==> src/rtl/ddr3_axi_arbiter.sv <==
// Two-master AXI4 arbiter for one DDR3 controller; read and write paths arbitrate independently.
// Latency: s_awvalid/s_arvalid rise one cycle after a request is seen; W/B/R are combinational pass-through.
// Backpressure: the non-owner stays stalled with all readies at 0; owner ready/valid pass straight through.
// Define ARB_ROUND_ROBIN_EN for round-robin contention; otherwise m0 has fixed priority.
module ddr3_axi_arbiter #(
   parameter int ID_W = 4
) (
   input  logic            CLK,
   input  logic            RST_N,
   // master 0
   input  logic            m0_awvalid,
   output logic            m0_awready,
   input  logic [31:0]     m0_awaddr,
   input  logic [ID_W-1:0] m0_awid,
   input  logic [7:0]      m0_awlen,
   input  logic [1:0]      m0_awburst,
   input  logic            m0_wvalid,
   output logic            m0_wready,
   input  logic [31:0]     m0_wdata,
   input  logic [3:0]      m0_wstrb,
   input  logic            m0_wlast,
   output logic            m0_bvalid,
   input  logic            m0_bready,
   output logic [1:0]      m0_bresp,
   output logic [ID_W-1:0] m0_bid,
   input  logic            m0_arvalid,
   output logic            m0_arready,
   input  logic [31:0]     m0_araddr,
   input  logic [ID_W-1:0] m0_arid,
   input  logic [7:0]      m0_arlen,
   input  logic [1:0]      m0_arburst,
   output logic            m0_rvalid,
   input  logic            m0_rready,
   output logic [31:0]     m0_rdata,
   output logic [1:0]      m0_rresp,
   output logic [ID_W-1:0] m0_rid,
   output logic            m0_rlast,
   // master 1
   input  logic            m1_awvalid,
   output logic            m1_awready,
   input  logic [31:0]     m1_awaddr,
   input  logic [ID_W-1:0] m1_awid,
   input  logic [7:0]      m1_awlen,
   input  logic [1:0]      m1_awburst,
   input  logic            m1_wvalid,
   output logic            m1_wready,
   input  logic [31:0]     m1_wdata,
   input  logic [3:0]      m1_wstrb,
   input  logic            m1_wlast,
   output logic            m1_bvalid,
   input  logic            m1_bready,
   output logic [1:0]      m1_bresp,
   output logic [ID_W-1:0] m1_bid,
   input  logic            m1_arvalid,
   output logic            m1_arready,
   input  logic [31:0]     m1_araddr,
   input  logic [ID_W-1:0] m1_arid,
   input  logic [7:0]      m1_arlen,
   input  logic [1:0]      m1_arburst,
   output logic            m1_rvalid,
   input  logic            m1_rready,
   output logic [31:0]     m1_rdata,
   output logic [1:0]      m1_rresp,
   output logic [ID_W-1:0] m1_rid,
   output logic            m1_rlast,
   // DDR3 controller
   output logic            s_awvalid,
   input  logic            s_awready,
   output logic [31:0]     s_awaddr,
   output logic [ID_W-1:0] s_awid,
   output logic [7:0]      s_awlen,
   output logic [1:0]      s_awburst,
   output logic            s_wvalid,
   input  logic            s_wready,
   output logic [31:0]     s_wdata,
   output logic [3:0]      s_wstrb,
   output logic            s_wlast,
   input  logic            s_bvalid,
   output logic            s_bready,
   input  logic [1:0]      s_bresp,
   input  logic [ID_W-1:0] s_bid,
   output logic            s_arvalid,
   input  logic            s_arready,
   output logic [31:0]     s_araddr,
   output logic [ID_W-1:0] s_arid,
   output logic [7:0]      s_arlen,
   output logic [1:0]      s_arburst,
   input  logic            s_rvalid,
   output logic            s_rready,
   input  logic [31:0]     s_rdata,
   input  logic [1:0]      s_rresp,
   input  logic [ID_W-1:0] s_rid,
   input  logic            s_rlast
);

   typedef enum logic [1:0] {W_IDLE, W_ADDR, W_DATA, W_RESP} wr_state_e;
   typedef enum logic [1:0] {R_IDLE, R_ADDR, R_DATA} rd_state_e;

   wr_state_e wr_st_q, wr_st_d;
   rd_state_e rd_st_q, rd_st_d;
   logic      wr_own_q, wr_own_d;   // 1 = m1 owns the path
   logic      rd_own_q, rd_own_d;
   logic      wr_pick, rd_pick;

`ifdef ARB_ROUND_ROBIN_EN
   // Holds the master that wins the next contention, i.e. the complement of the last winner.
   logic wr_ptr_q, wr_ptr_d;
   logic rd_ptr_q, rd_ptr_d;

   assign wr_pick = (m0_awvalid && m1_awvalid) ? wr_ptr_q : m1_awvalid;
   assign rd_pick = (m0_arvalid && m1_arvalid) ? rd_ptr_q : m1_arvalid;
`else
   assign wr_pick = m1_awvalid && !m0_awvalid;
   assign rd_pick = m1_arvalid && !m0_arvalid;
`endif

   always_ff @(posedge CLK or negedge RST_N) begin
      if (!RST_N) begin
         wr_st_q  <= W_IDLE;
         rd_st_q  <= R_IDLE;
         wr_own_q <= 1'b0;
         rd_own_q <= 1'b0;
`ifdef ARB_ROUND_ROBIN_EN
         wr_ptr_q <= 1'b0;
         rd_ptr_q <= 1'b0;
`endif
      end else begin
         wr_st_q  <= wr_st_d;
         rd_st_q  <= rd_st_d;
         wr_own_q <= wr_own_d;
         rd_own_q <= rd_own_d;
`ifdef ARB_ROUND_ROBIN_EN
         wr_ptr_q <= wr_ptr_d;
         rd_ptr_q <= rd_ptr_d;
`endif
      end
   end

   always_comb begin
      wr_st_d  = wr_st_q;
      wr_own_d = wr_own_q;
`ifdef ARB_ROUND_ROBIN_EN
      wr_ptr_d = wr_ptr_q;
`endif
      case (wr_st_q)
         W_IDLE: if (m0_awvalid || m1_awvalid) begin
            wr_own_d = wr_pick;
`ifdef ARB_ROUND_ROBIN_EN
            wr_ptr_d = ~wr_pick;
`endif
            wr_st_d  = W_ADDR;
         end
         W_ADDR:  if (s_awready) wr_st_d = W_DATA;
         W_DATA:  if (s_wvalid && s_wready && s_wlast) wr_st_d = W_RESP;
         W_RESP:  if (s_bvalid && s_bready) wr_st_d = W_IDLE;
         default: wr_st_d = W_IDLE;
      endcase
   end

   always_comb begin
      rd_st_d  = rd_st_q;
      rd_own_d = rd_own_q;
`ifdef ARB_ROUND_ROBIN_EN
      rd_ptr_d = rd_ptr_q;
`endif
      case (rd_st_q)
         R_IDLE: if (m0_arvalid || m1_arvalid) begin
            rd_own_d = rd_pick;
`ifdef ARB_ROUND_ROBIN_EN
            rd_ptr_d = ~rd_pick;
`endif
            rd_st_d  = R_ADDR;
         end
         R_ADDR:  if (s_arready) rd_st_d = R_DATA;
         R_DATA:  if (s_rvalid && s_rready && s_rlast) rd_st_d = R_IDLE;
         default: rd_st_d = R_IDLE;
      endcase
   end

   // Write-path steering: everything outside the active phase is held at 0.
   always_comb begin
      s_awvalid  = 1'b0;
      s_awaddr   = '0;
      s_awid     = '0;
      s_awlen    = '0;
      s_awburst  = '0;
      s_wvalid   = 1'b0;
      s_wdata    = '0;
      s_wstrb    = '0;
      s_wlast    = 1'b0;
      s_bready   = 1'b0;
      m0_awready = 1'b0;
      m1_awready = 1'b0;
      m0_wready  = 1'b0;
      m1_wready  = 1'b0;
      m0_bvalid  = 1'b0;
      m1_bvalid  = 1'b0;
      m0_bresp   = '0;
      m1_bresp   = '0;
      m0_bid     = '0;
      m1_bid     = '0;
      case (wr_st_q)
         W_ADDR: begin
            s_awvalid = 1'b1;
            s_awaddr  = wr_own_q ? m1_awaddr  : m0_awaddr;
            s_awid    = wr_own_q ? m1_awid    : m0_awid;
            s_awlen   = wr_own_q ? m1_awlen   : m0_awlen;
            s_awburst = wr_own_q ? m1_awburst : m0_awburst;
            m0_awready = !wr_own_q && s_awready;
            m1_awready =  wr_own_q && s_awready;
         end
         W_DATA: begin
            s_wvalid  = wr_own_q ? m1_wvalid : m0_wvalid;
            s_wdata   = wr_own_q ? m1_wdata  : m0_wdata;
            s_wstrb   = wr_own_q ? m1_wstrb  : m0_wstrb;
            s_wlast   = wr_own_q ? m1_wlast  : m0_wlast;
            m0_wready = !wr_own_q && s_wready;
            m1_wready =  wr_own_q && s_wready;
         end
         W_RESP: begin
            s_bready = wr_own_q ? m1_bready : m0_bready;
            if (wr_own_q) begin
               m1_bvalid = s_bvalid;
               m1_bresp  = s_bresp;
               m1_bid    = s_bid;
            end else begin
               m0_bvalid = s_bvalid;
               m0_bresp  = s_bresp;
               m0_bid    = s_bid;
            end
         end
         default: ;
      endcase
   end

   always_comb begin
      s_arvalid  = 1'b0;
      s_araddr   = '0;
      s_arid     = '0;
      s_arlen    = '0;
      s_arburst  = '0;
      s_rready   = 1'b0;
      m0_arready = 1'b0;
      m1_arready = 1'b0;
      m0_rvalid  = 1'b0;
      m1_rvalid  = 1'b0;
      m0_rdata   = '0;
      m1_rdata   = '0;
      m0_rresp   = '0;
      m1_rresp   = '0;
      m0_rid     = '0;
      m1_rid     = '0;
      m0_rlast   = 1'b0;
      m1_rlast   = 1'b0;
      case (rd_st_q)
         R_ADDR: begin
            s_arvalid = 1'b1;
            s_araddr  = rd_own_q ? m1_araddr  : m0_araddr;
            s_arid    = rd_own_q ? m1_arid    : m0_arid;
            s_arlen   = rd_own_q ? m1_arlen   : m0_arlen;
            s_arburst = rd_own_q ? m1_arburst : m0_arburst;
            m0_arready = !rd_own_q && s_arready;
            m1_arready =  rd_own_q && s_arready;
         end
         R_DATA: begin
            s_rready = rd_own_q ? m1_rready : m0_rready;
            if (rd_own_q) begin
               m1_rvalid = s_rvalid;
               m1_rdata  = s_rdata;
               m1_rresp  = s_rresp;
               m1_rid    = s_rid;
               m1_rlast  = s_rlast;
            end else begin
               m0_rvalid = s_rvalid;
               m0_rdata  = s_rdata;
               m0_rresp  = s_rresp;
               m0_rid    = s_rid;
               m0_rlast  = s_rlast;
            end
         end
         default: ;
      endcase
   end

endmodule

==> config.mk <==
export PLATFORM = sky130hd
export DESIGN_NAME = ddr3_axi_arbiter
export DESIGN_NICKNAME = d
export VERILOG_FILES = /design/src/rtl/ddr3_axi_arbiter.sv
export SDC_FILE = /design/constraint.sdc
export NUM_CORES = 1
export LEC_CHECK = 0
export ABC_CLOCK_PERIOD_IN_PS = 1700
export BUFFER_PORTS_ARGS = -buffer_cell sky130_fd_sc_hd__buf_2
export CAP_MARGIN = 20
export CORE_AREA = 2 2 215 217
export DETAILED_ROUTE_END_ITERATION = 8
export DIE_AREA = 0 0 217 219
export SLEW_MARGIN = 20
export SYNTH_ARGS = -nofsm -noshare
export SYNTH_HDL_FRONTEND = slang
export SYNTH_SLANG_ARGS = --single-unit
export TNS_END_PERCENT = 20
==> constraint.sdc <==
create_clock -name CLK -period 1.7 [get_ports CLK]
set_input_delay 0.17 -clock CLK [delete_from_list [all_inputs] [get_ports CLK]]
set_output_delay 0.17 -clock CLK [all_outputs]
set_load 0.02 [all_outputs]
# == Word level (Yosys, flattened, before mapping) ==
# Cells that the tools add are included.
# totals
ff_bits,6
input_bits,320
output_inout_bits,234
word_cells,118
# classes
eq_ne,12
muxes,77
reduce_logical,25
# op_table
cell,n
$mux 32,10
$mux 4,14
$mux 2,19
$mux 8,4
$mux 1,28
$ne 2x2->1 const B,7
$logic_and 1x1->1,13
$pmux 2 s4,1
$eq 2x2->1 const B,3
$pmux 2 s3,1
$eq 2x1->1 const B,2
$logic_not 1->1,4
$logic_not 2->1,2
$reduce_and 2->1,2
$reduce_and 4->1,1
$reduce_and 3->1,1
$logic_or 1x1->1,2

# == Logic depth before layout (Yosys ltp) ==
# Gate-level depths: netlist of the first run.
# logic_depth
depth_word,6
mapped_depth,5
ltp_nobuf,5

# == Worst setup path before layout of the first run ==
# Ideal clock, no wire load.
# synth_timing
kind,register -> output
from,register wr_st_q[1]
to,output s_awaddr[10]
t_arrival_ps,1589
t_required_ps,1530
slack_ps,-59
stages_incl_launch_ff,6
path_buffers,2
cell_sequence,dfrtp_1 inv_1 ha_1 clkbuf_1 clkbuf_1 nor2b_1
# synth_between
elab_chain_cells,2
# synth_lines
item,line_no,source
start: declaration,99,"wr_state_e wr_st_q, wr_st_d;"
start signal: assignment,128,wr_st_q <= wr_st_d;
$eq 2x1->1,202,case (wr_st_q)
$mux 32,202,
end: declaration,69,"output logic [31:0] s_awaddr,"
# Every way passes these cells.

# == Final worst setup path of the first run ==
# layout_timing
from,register wr_own_q
to,output s_wdata[15]
# layout_between
elab_chain_cells,2
# layout_lines
item,line_no,source
start: declaration,101,"logic wr_own_q, wr_own_d;"
start signal: assignment,130,wr_own_q <= wr_own_d;
$mux 32,214,s_wdata = wr_own_q ? m1_wdata : m0_wdata;
$mux 32,202,
end: declaration,75,"output logic [31:0] s_wdata,"
# Every way passes these cells.

==> results of run 1 <==
logic make-up after synthesis:
family | after synthesis | synth area share (%)
buffers and inverters | 45 | 6.37
multiplexers | 133 | 41.3
AO/OA/AOI/OAI | 9 | 1.81
adder cells (fa/ha/maj) | 4 | 1.54
flip-flops | 6 | 4.63
AND/OR/NAND/NOR | 250 | 44.4
Yosys cell counts (2+ instances only):
| cell type | instances | share of area, % |
|---|---|---|
| a21oi_1 | 4 | 0.62 |
| and2_1 | 87 | 17 |
| and3_1 | 12 | 2.3 |
| buf_2 | 15 | 2.3 |
| buf_4 | 3 | 0.69 |
| clkbuf_1 | 21 | 2.4 |
| dfrtp_1 | 6 | 4.6 |
| ha_1 | 4 | 1.5 |
| inv_1 | 5 | 0.58 |
| mux2i_1 | 131 | 40 |
| nand2_1 | 5 | 0.58 |
| nor2_1 | 52 | 6.0 |
| nor2b_1 | 86 | 17 |
| nor3_1 | 2 | 0.31 |
worst max path at each step:
stage / start / endpoint / slack (ns) / cells past startpoint
3_3_place_gp: wr_own_q / s_wdata[24] / -0.09 / 4
6_report: wr_own_q / s_wdata[15] / -0.1 / 5
2_1_floorplan: wr_st_q[1] / s_awaddr[14] / -0.06 / 5
5_1_grt: wr_own_q / wr_st_q[1] / -0.15 / 6
3_5_place_dp: wr_own_q / s_wdata[24] / -0.08 / 4
4_1_cts: wr_own_q / s_awaddr[17] / -0.10 / 5
flip-flops by register name, indices dropped and copies added, names as in the netlist:
register	count
rd_own_q	1
wr_st_q	2
rd_st_q	2
wr_own_q	1
worst max-delay path, stage by stage, from the launching register on:
cell and delay [ns]:
dfrtp_4 0.57, buf_8 0.19, buf_12 0.15, mux2i_4 0.18
nor2b_1 0.13, buf_4 0.17
stage by stage:
step           total power, mW  std cells
6_report                  11.5       1615
5_1_grt                   12.2       1608
4_1_cts                   10.8       1595
3_5_place_dp              9.36       1585
3_3_place_gp              9.38       1585
2_1_floorplan             5.95        447
layer usage:
layer | wire, microns | GRT usage, % | part of all wire [%] | up-vias
met3 | 2130 | 2.02 | 6.6 | 61
li1 | - | - | - | 2604
met5 | 0 | 0 | 0 | -
met4 | 939 | 2.21 | 2.9 | 0
met2 | 16200 | 23.3 | 51 | 385
met1 | 12800 | 14.2 | 40 | 2439
repair_timing:
action / in CTS / in global routing
buffers inserted: 4 / 2
hold buffers: 1 / 0
endpoints found under the hold margin: 6 / 0
setup endpoints to repair: 87 / 198
gates resized for setup: 106 / 106
cloned: 2 / 5
layout make-up:
cell class | count | area, sq um
fillers | 5175 | 37200
repair buffers | 591 | 3710
multi-input cells | 396 | 3130
well taps | 600 | 751
flip-flops and latches | 6 | 160
clock buffers | 3 | 75.1
diodes | 14 | 35.0
inverters | 5 | 18.8
power by group through the flow:
| stage | clock network, mW | logic, mW | registers [mW] |
|---|---|---|---|
| floorplan | 0 | 5.68 | 0.272 |
| global placement | 0 | 9.05 | 0.331 |
| detailed placement | 0 | 9.03 | 0.334 |
| CTS | 0.430 | 10.0 | 0.376 |
| global route | 0.445 | 11.3 | 0.422 |
| finish | 0.411 | 10.7 | 0.406 |
==> flow_summary.toml, run 1 <==
[run_status]
status = "finished with violations"
violations = "negative setup slack"

[clock_tree]
cts_made_buffers = 3
cts-htree-levels = 1
cts.sinks = 6
clock_path_buffers = 2
worstSkewPairLatency_ns = 0.24
clk_pin_slew_ns = 0.04
cts_tree = "built"
cts_root_buf = "clkbuf_16"

[worst_hold_path]
hold_depth = 2
min_from = "m0_arvalid"
hold_path_class = "in2reg"
whs_endpoint = "rd_own_q"

[worst_setup_path]
cp-start-kind = "flop"
worstPathArrival_ns = 1.63
critPathRequiredTime_ns = 1.53
rrSetupSlack_ns = -0.08
crit_fanout = 8
timing.rr.start = "wr_own_q"
reg2reg_to = "wr_st_q[1]"
worstSetupEndpointType = "output port"
ff2ff_path_depth = 6
criticalPathCategory = "reg2out"

[sta]
finalWorstSetupSlack_ns = -0.0970
fmax_mhz = 556
finClkSkew_ns = 0.000198
finalHoldViolations = 0
setup_viol = 54
fin_hold_ws_ns = 0.109
slew_headroom_pct = 72.9
rsz0062_at_grt = "true"
worst_pin_slew_ns = 0.405
post-route-period-util_pct = 106
finalMaxSlewViolations = 0
period_needed_ns = 1.80
tns_ns = -2.18

[global_route]
grt_overflow_total = 0
grt_usage_pct = 12.2
grt_pass1_wl_microns = 39700
grt_pass1_vias = 5365
antenna_found_initial = 29
grt_max_degree = 50

[cells_and_area]
final_common_cell = "buf_2"
drive_gt1_share_pct = 64.5
layout_common_cells = "buf_2, buf_4, mux2i_1"
final_util_pct = 17.5
synthToLayoutAreaGrowth_pct = 143
nets = 1327
fin_area_sq_um = 7880

[power_and_ir_drop]
peakVddDrop_uv = 720
power_switching_mw = 6.02
seq_power_share_pct = 3.5
leakagePower_nw = 4.33
switching_share_pct = 52.2
p_comb_share_pct = 92.9
p_int_mw = 5.51
clkPwrFrac_pct = 3.6
p_per_area_nw_per_um2 = 1460

[logic_synthesis]
synth_seq_area_share_pct = 4.63
synth_edf_count = 0
syn_area_per_cell_sq_um = 7.25
yosysWarningCount = 0
ys_ff_latch = 6
syn_area_sq_um = 3240
syn_inst = 447
ys_types = 28
async_reset_ff_share_pct = 100
synthFlopType = "dfrtp_1"
syn-num-nets = 771

[floorplanning]
ios = 554
fp-row-count = 78
coreArea_sq_um = 45100
initial_core_util_pct = 7.19
die_h_microns = 219
dieArea_sq_um = 47500
die_w_microns = 217

[route]
wirelength_microns = 32100
num_vias = 5489
routed_via_density = 3.40
drc_errors = 0
ant_nets = 0
drt-wirelength-per-cell_microns = 19.9
drt_iter0_drc = 191
dr.pass1.iters = 4

[placed_design]
post-place-ws_ns = -0.0843
placed_cell_area_sq_um = 6900
dp_hpwl_microns = 28200
numPortBuffers = 553
routabilityCongestion = 0.895

[job]
drv_cap = 0
(Power assumes the default switching activity.)
==> inputs of run 2 (changes only) <==
- CAP_MARGIN: 20 -> 30
- CELL_PAD_IN_SITES_DETAIL_PLACEMENT: not set -> 1
- CELL_PAD_IN_SITES_GLOBAL_PLACEMENT: not set -> 2
- CORE_AREA: 2 2 215 217 -> 2 2 218 220
- DIE_AREA: 0 0 217 219 -> 0 0 220 222
- PLACE_DENSITY_LB_ADDON: not set -> 0.1
- REMOVE_ABC_BUFFERS: not set -> 1
==> flow_summary.toml, run 2 (synthesis results as in run 1) <==
[clock_tree]
cts_made_buffers = 3
cts_tree = "built"
worstSkewPairLatency_ns = 0.23
cts.sinks = 6
cts_root_buf = "clkbuf_16"
clock_path_buffers = 2
cts-htree-levels = 1
clk_pin_slew_ns = 0.04

[sta]
fin_hold_ws_ns = 0.132
post-route-period-util_pct = 103
worst_pin_slew_ns = 0.345
setup_viol = 41
slew_headroom_pct = 77.0
finalWorstSetupSlack_ns = -0.0466
rsz0062_at_grt = "true"
period_needed_ns = 1.75
finalMaxSlewViolations = 0
finalHoldViolations = 0
fmax_mhz = 573
finClkSkew_ns = 0.000212

[worst_setup_path]
cp_cell_sequence = "buf_6 > mux2_4 > a21boi_4 > nor4_4 > mux2_4"
reg2reg_to = "wr_st_q[1]"
crit_fanout = 7
path_buf_inv = 1
worstSetupEndpointType = "flop"
ff2ff_path_depth = 5
critPathRequiredTime_ns = 1.81
cp-start-kind = "flop"
rrSetupSlack_ns = -0.05
max_stage_delay_ns = 0.54
worstPathArrival_ns = 1.85
cpMaxStageDelayCell = "dfrtp_4"
criticalPathCategory = "reg2reg"
crit_top_cell = "mux2_4"
cp-startpoint = "wr_own_q"
timing.rr.start = "wr_own_q"
cp_top_family = "flip-flops"

[cells_and_area]
fin_area_sq_um = 8080
multi_input_area_sq_um = 3090
seqCellArea_sq_um = 159
synthToLayoutAreaGrowth_pct = 149
layout_common_cells = "buf_2, mux2i_1, buf_4"
final_common_cell = "buf_2"
drive_gt1_share_pct = 65.6
stdcell_count = 1618
nets = 1334
fill_cells = 5644
top_regs = "rd_st_q (2), wr_st_q (2)"

[global_route]
grt_overflow_total = 0
antenna_found_initial = 7
grt_pass1_vias = 5554
grt_usage_pct = 10.0
grt_max_degree = 41
grt_pass1_wl_microns = 36500

[placed_design]
placed_cell_area_sq_um = 6900
numPortBuffers = 553
routabilityCongestion = 0.716
dp_hpwl_microns = 22100
dp.cells = 1588

[worst_hold_path]
hold_path_class = "in2reg"
hold_depth = 2
whs_endpoint = "rd_own_q"
min_from = "m0_arvalid"

[power_and_ir_drop]
peakVddDrop_uv = 688
leakagePower_nw = 4.47
p_per_area_nw_per_um2 = 1460

[route]
routed_via_density = 3.36
wirelength_microns = 27400
drc_errors = 0
ant_nets = 0
drt-wirelength-per-cell_microns = 16.9
num_vias = 5431
dr.pass1.iters = 4
drt_iter0_drc = 56

[run_status]
violations = "negative setup slack"
status = "finished with violations"

[floorplanning]
die_h_microns = 222
coreArea_sq_um = 46300
fp-row-count = 79
ios = 554
dieArea_sq_um = 48800
initial_core_util_pct = 7.01
die_w_microns = 220

[job]
drv_cap = 0
-- run 2: timing repair --
action / CTS / global route
pin swaps: 3 / 20
gates resized for setup: 75 / 163
hold buffers: 1 / 0
setup buffers: 3 / 7
cloned: 5 / 9
endpoints found under the hold margin: 6 / 0
endpoints found under the setup margin: 148 / 216
-- run 2: metrics by stage --
stage	setup slack (ns)	power (mW)	TNS (ns)	util, %
floorplan	-2.54	5.36	-358.39	-
global placement	0.0320	9.54	0	14.9
detailed placement	0.0357	9.43	0	14.9
CTS	-0.0770	10.9	-0.931	15.9
global route	-0.124	12.7	-6.76	17.5
finish	-0.0466	11.8	-0.632	17.5
-- run 2: worst max-delay path by stage --
stage / end / slack, ns / cells after the start
floorplan: wr_st_q[1] / -2.54 / 4
global placement: s_wdata[18] / 0.03 / 5
detailed placement: s_wdata[18] / 0.04 / 5
CTS: s_wlast / -0.08 / 5
global route: m0_rdata[1] / -0.12 / 7
finish: wr_st_q[1] / -0.05 / 5
-- run 2: worst register-to-register path: cells and delay by family (launching register included) --
kind | cells | cell delay [ns]
flip-flops | 1 | 0.54
multiplexers | 2 | 0.54
AND/OR/NAND/NOR | 1 | 0.33
buffers and inverters | 1 | 0.15
AO/OA/AOI/OAI | 1 | 0.07
-- run 2: where the power goes --
part	leakage (nW)	total, mW	internal (mW)	switching (mW)
Combinational	4.37	11.0	5.34	5.70
Clock	0.0370	0.387	0.302	0.0846
Sequential	0.0668	0.401	0.237	0.163
-- run 2: routing by layer --
layer  track usage (%)  vias to the layer above  wire, microns
li1                  -                     2617              -
met5                 0                        -             48
met4              1.04                        8            158
met2              20.4                      309          15200
met3              4.09                       14           3040
met1              9.42                     2483           8960
-- run 2: area by class of cell --
type	instances	share of cell area (%)
antenna	3	0.0929
inverter	5	0.232
multi-input combinational	396	38.2
timing repair buffer	598	49.2
tap	607	9.39
sequential	6	1.97
clock buffer	3	0.929
==> inputs of run 3 (changes only) <==
- PLACE_DENSITY: not set -> 0.7
- PLACE_DENSITY_LB_ADDON: 0.1 -> not set
==> flow_summary.toml, run 3 (synthesis results as in run 1) <==
[run_status]
status = "finished with violations"
violations = "negative setup slack"

[worst_setup_path]
crit_end = "s_awaddr[7]"
worstPathArrival_ns = 1.59
worstSetupEndpointType = "output port"
cp_cell_sequence = "buf_6 > buf_16 > buf_6 > mux2i_1 > nor2b_1 > buf_4"
cpMaxStageDelayCell = "dfrtp_4"
rrSetupSlack_ns = 0
timing.rr.start = "wr_own_q"
crit_fanout = 11
cp_top_family = "buffers and inverters"
ff2ff_path_depth = 5
criticalPathCategory = "reg2out"
cp-startpoint = "wr_own_q"
path_buf_inv = 4
cp-start-kind = "flop"
reg2reg_to = "wr_st_q[1]"
path_depth = 6
crit_top_cell = "buf_6"
critPathRequiredTime_ns = 1.53
max_stage_delay_ns = 0.47

[global_route]
grt_pass1_vias = 5616
grt_overflow_total = 0
grt_usage_pct = 10.5
grt_pass1_wl_microns = 37300
antenna_found_initial = 14
grt_max_degree = 50

[placed_design]
dp.cells = 1592
routabilityCongestion = 0.787
placed_cell_area_sq_um = 6880
dp_hpwl_microns = 24200
numPortBuffers = 553

[floorplanning]
die_w_microns = 220
coreArea_sq_um = 46300
initial_core_util_pct = 7.01
ios = 554
fp-row-count = 79
die_h_microns = 222
dieArea_sq_um = 48800

[worst_hold_path]
hold_path_class = "in2reg"

[sta]
finalHoldViolations = 0
period_needed_ns = 1.76
worst_pin_slew_ns = 0.355
slew_headroom_pct = 76.3
tns_ns = -0.426
finalMaxSlewViolations = 0
finalWorstSetupSlack_ns = -0.0647
post-route-period-util_pct = 104
rsz0062_at_grt = "true"
finClkSkew_ns = 0.000211
setup_viol = 26
fmax_mhz = 567

[clock_tree]
cts_made_buffers = 3
cts_root_buf = "clkbuf_16"
clock_path_buffers = 2
cts_tree = "built"
cts-htree-levels = 1
clk_pin_slew_ns = 0.04
cts.sinks = 6
worstSkewPairLatency_ns = 0.24

[job]
drv_cap = 0

[cells_and_area]
stdcell_count = 1618
top_regs = "rd_st_q (2), wr_st_q (2)"
drive_gt1_share_pct = 68.1
multi_input_area_sq_um = 3180
final_common_cell = "buf_2"
fin_area_sq_um = 8170
seqCellArea_sq_um = 160
synthToLayoutAreaGrowth_pct = 152
nets = 1335
fill_cells = 5647
layout_common_cells = "buf_2, mux2i_1, buf_4"

[route]
wirelength_microns = 30100
drt-wirelength-per-cell_microns = 18.6
drc_errors = 0
ant_nets = 0
num_vias = 5581
dr.pass1.iters = 4
drt_iter0_drc = 75
routed_via_density = 3.45

[power_and_ir_drop]
peakVddDrop_uv = 579
switching_share_pct = 51.3
leakagePower_nw = 4.46
clkPwrFrac_pct = 3.4
p_comb_share_pct = 93.7
power_switching_mw = 6.09
p_per_area_nw_per_um2 = 1450
p_int_mw = 5.78
seq_power_share_pct = 2.9
run 3: worst min path at each step:
stage	start	end	slack, ns	depth (start not counted)
after floorplan	RST_N	rd_own_q	-0.13	0
after global placement	RST_N	rd_st_q[0]	0.05	1
after detailed placement	RST_N	rd_st_q[0]	0.05	1
after CTS	m0_arvalid	rd_own_q	0.11	2
after global routing	m0_arvalid	rd_own_q	0.14	2
final	m0_arvalid	rd_own_q	0.11	2
run 3: area by class of cell:
type	count	share of cell area (%)
Clock buffer	3	0.919
Timing Repair Buffer	599	48.5
Multi-Input combinational cell	396	39.0
Sequential cell	6	1.96
Tap cell	607	9.30
Inverter	5	0.230
Antenna cell	2	0.0613
run 3: routing by layer:
layer | share of wire [%] | vias up | GRT usage [%] | routed length (microns)
li1 | - | 2610 | - | -
met1 | 35 | 2569 | 10.6 | 10600
met2 | 55 | 368 | 21.5 | 16500
met3 | 8.3 | 34 | 2.66 | 2490
met4 | 1.5 | 0 | 1.15 | 459
met5 | 0 | - | 0 | 0
run 3: repair_timing:
item	in CTS	in global routing
hold buffers	1	0
hold endpoints to repair	6	0
gates resized for setup	109	172
endpoints found under the setup margin	115	200
pin swaps	0	30
cloned	3	9
buffers inserted	3	5
run 3: power groups by stage:
| stage | sequential, mW | clock (mW) | combinational [mW] |
|---|---|---|---|
| global route | 0.359 | 0.436 | 11.8 |
| global placement | 0.344 | 0 | 8.83 |
| finish | 0.346 | 0.404 | 11.1 |
| floorplan | 0.724 | 0 | 4.63 |
| detailed placement | 0.352 | 0 | 8.92 |
| CTS | 0.331 | 0.426 | 10.0 |
run 3: per-stage QoR:
step	power, mW	setup WS [ns]	hold slack [ns]	util, %
floorplan	5.36	-2.54	-0.126	-
global placement	9.18	-0.00583	0.0467	14.9
detailed placement	9.27	-0.0121	0.0543	14.9
CTS	10.8	-0.0631	0.108	16.0
global route	12.6	-0.109	0.137	17.6
finish	11.9	-0.0647	0.114	17.7
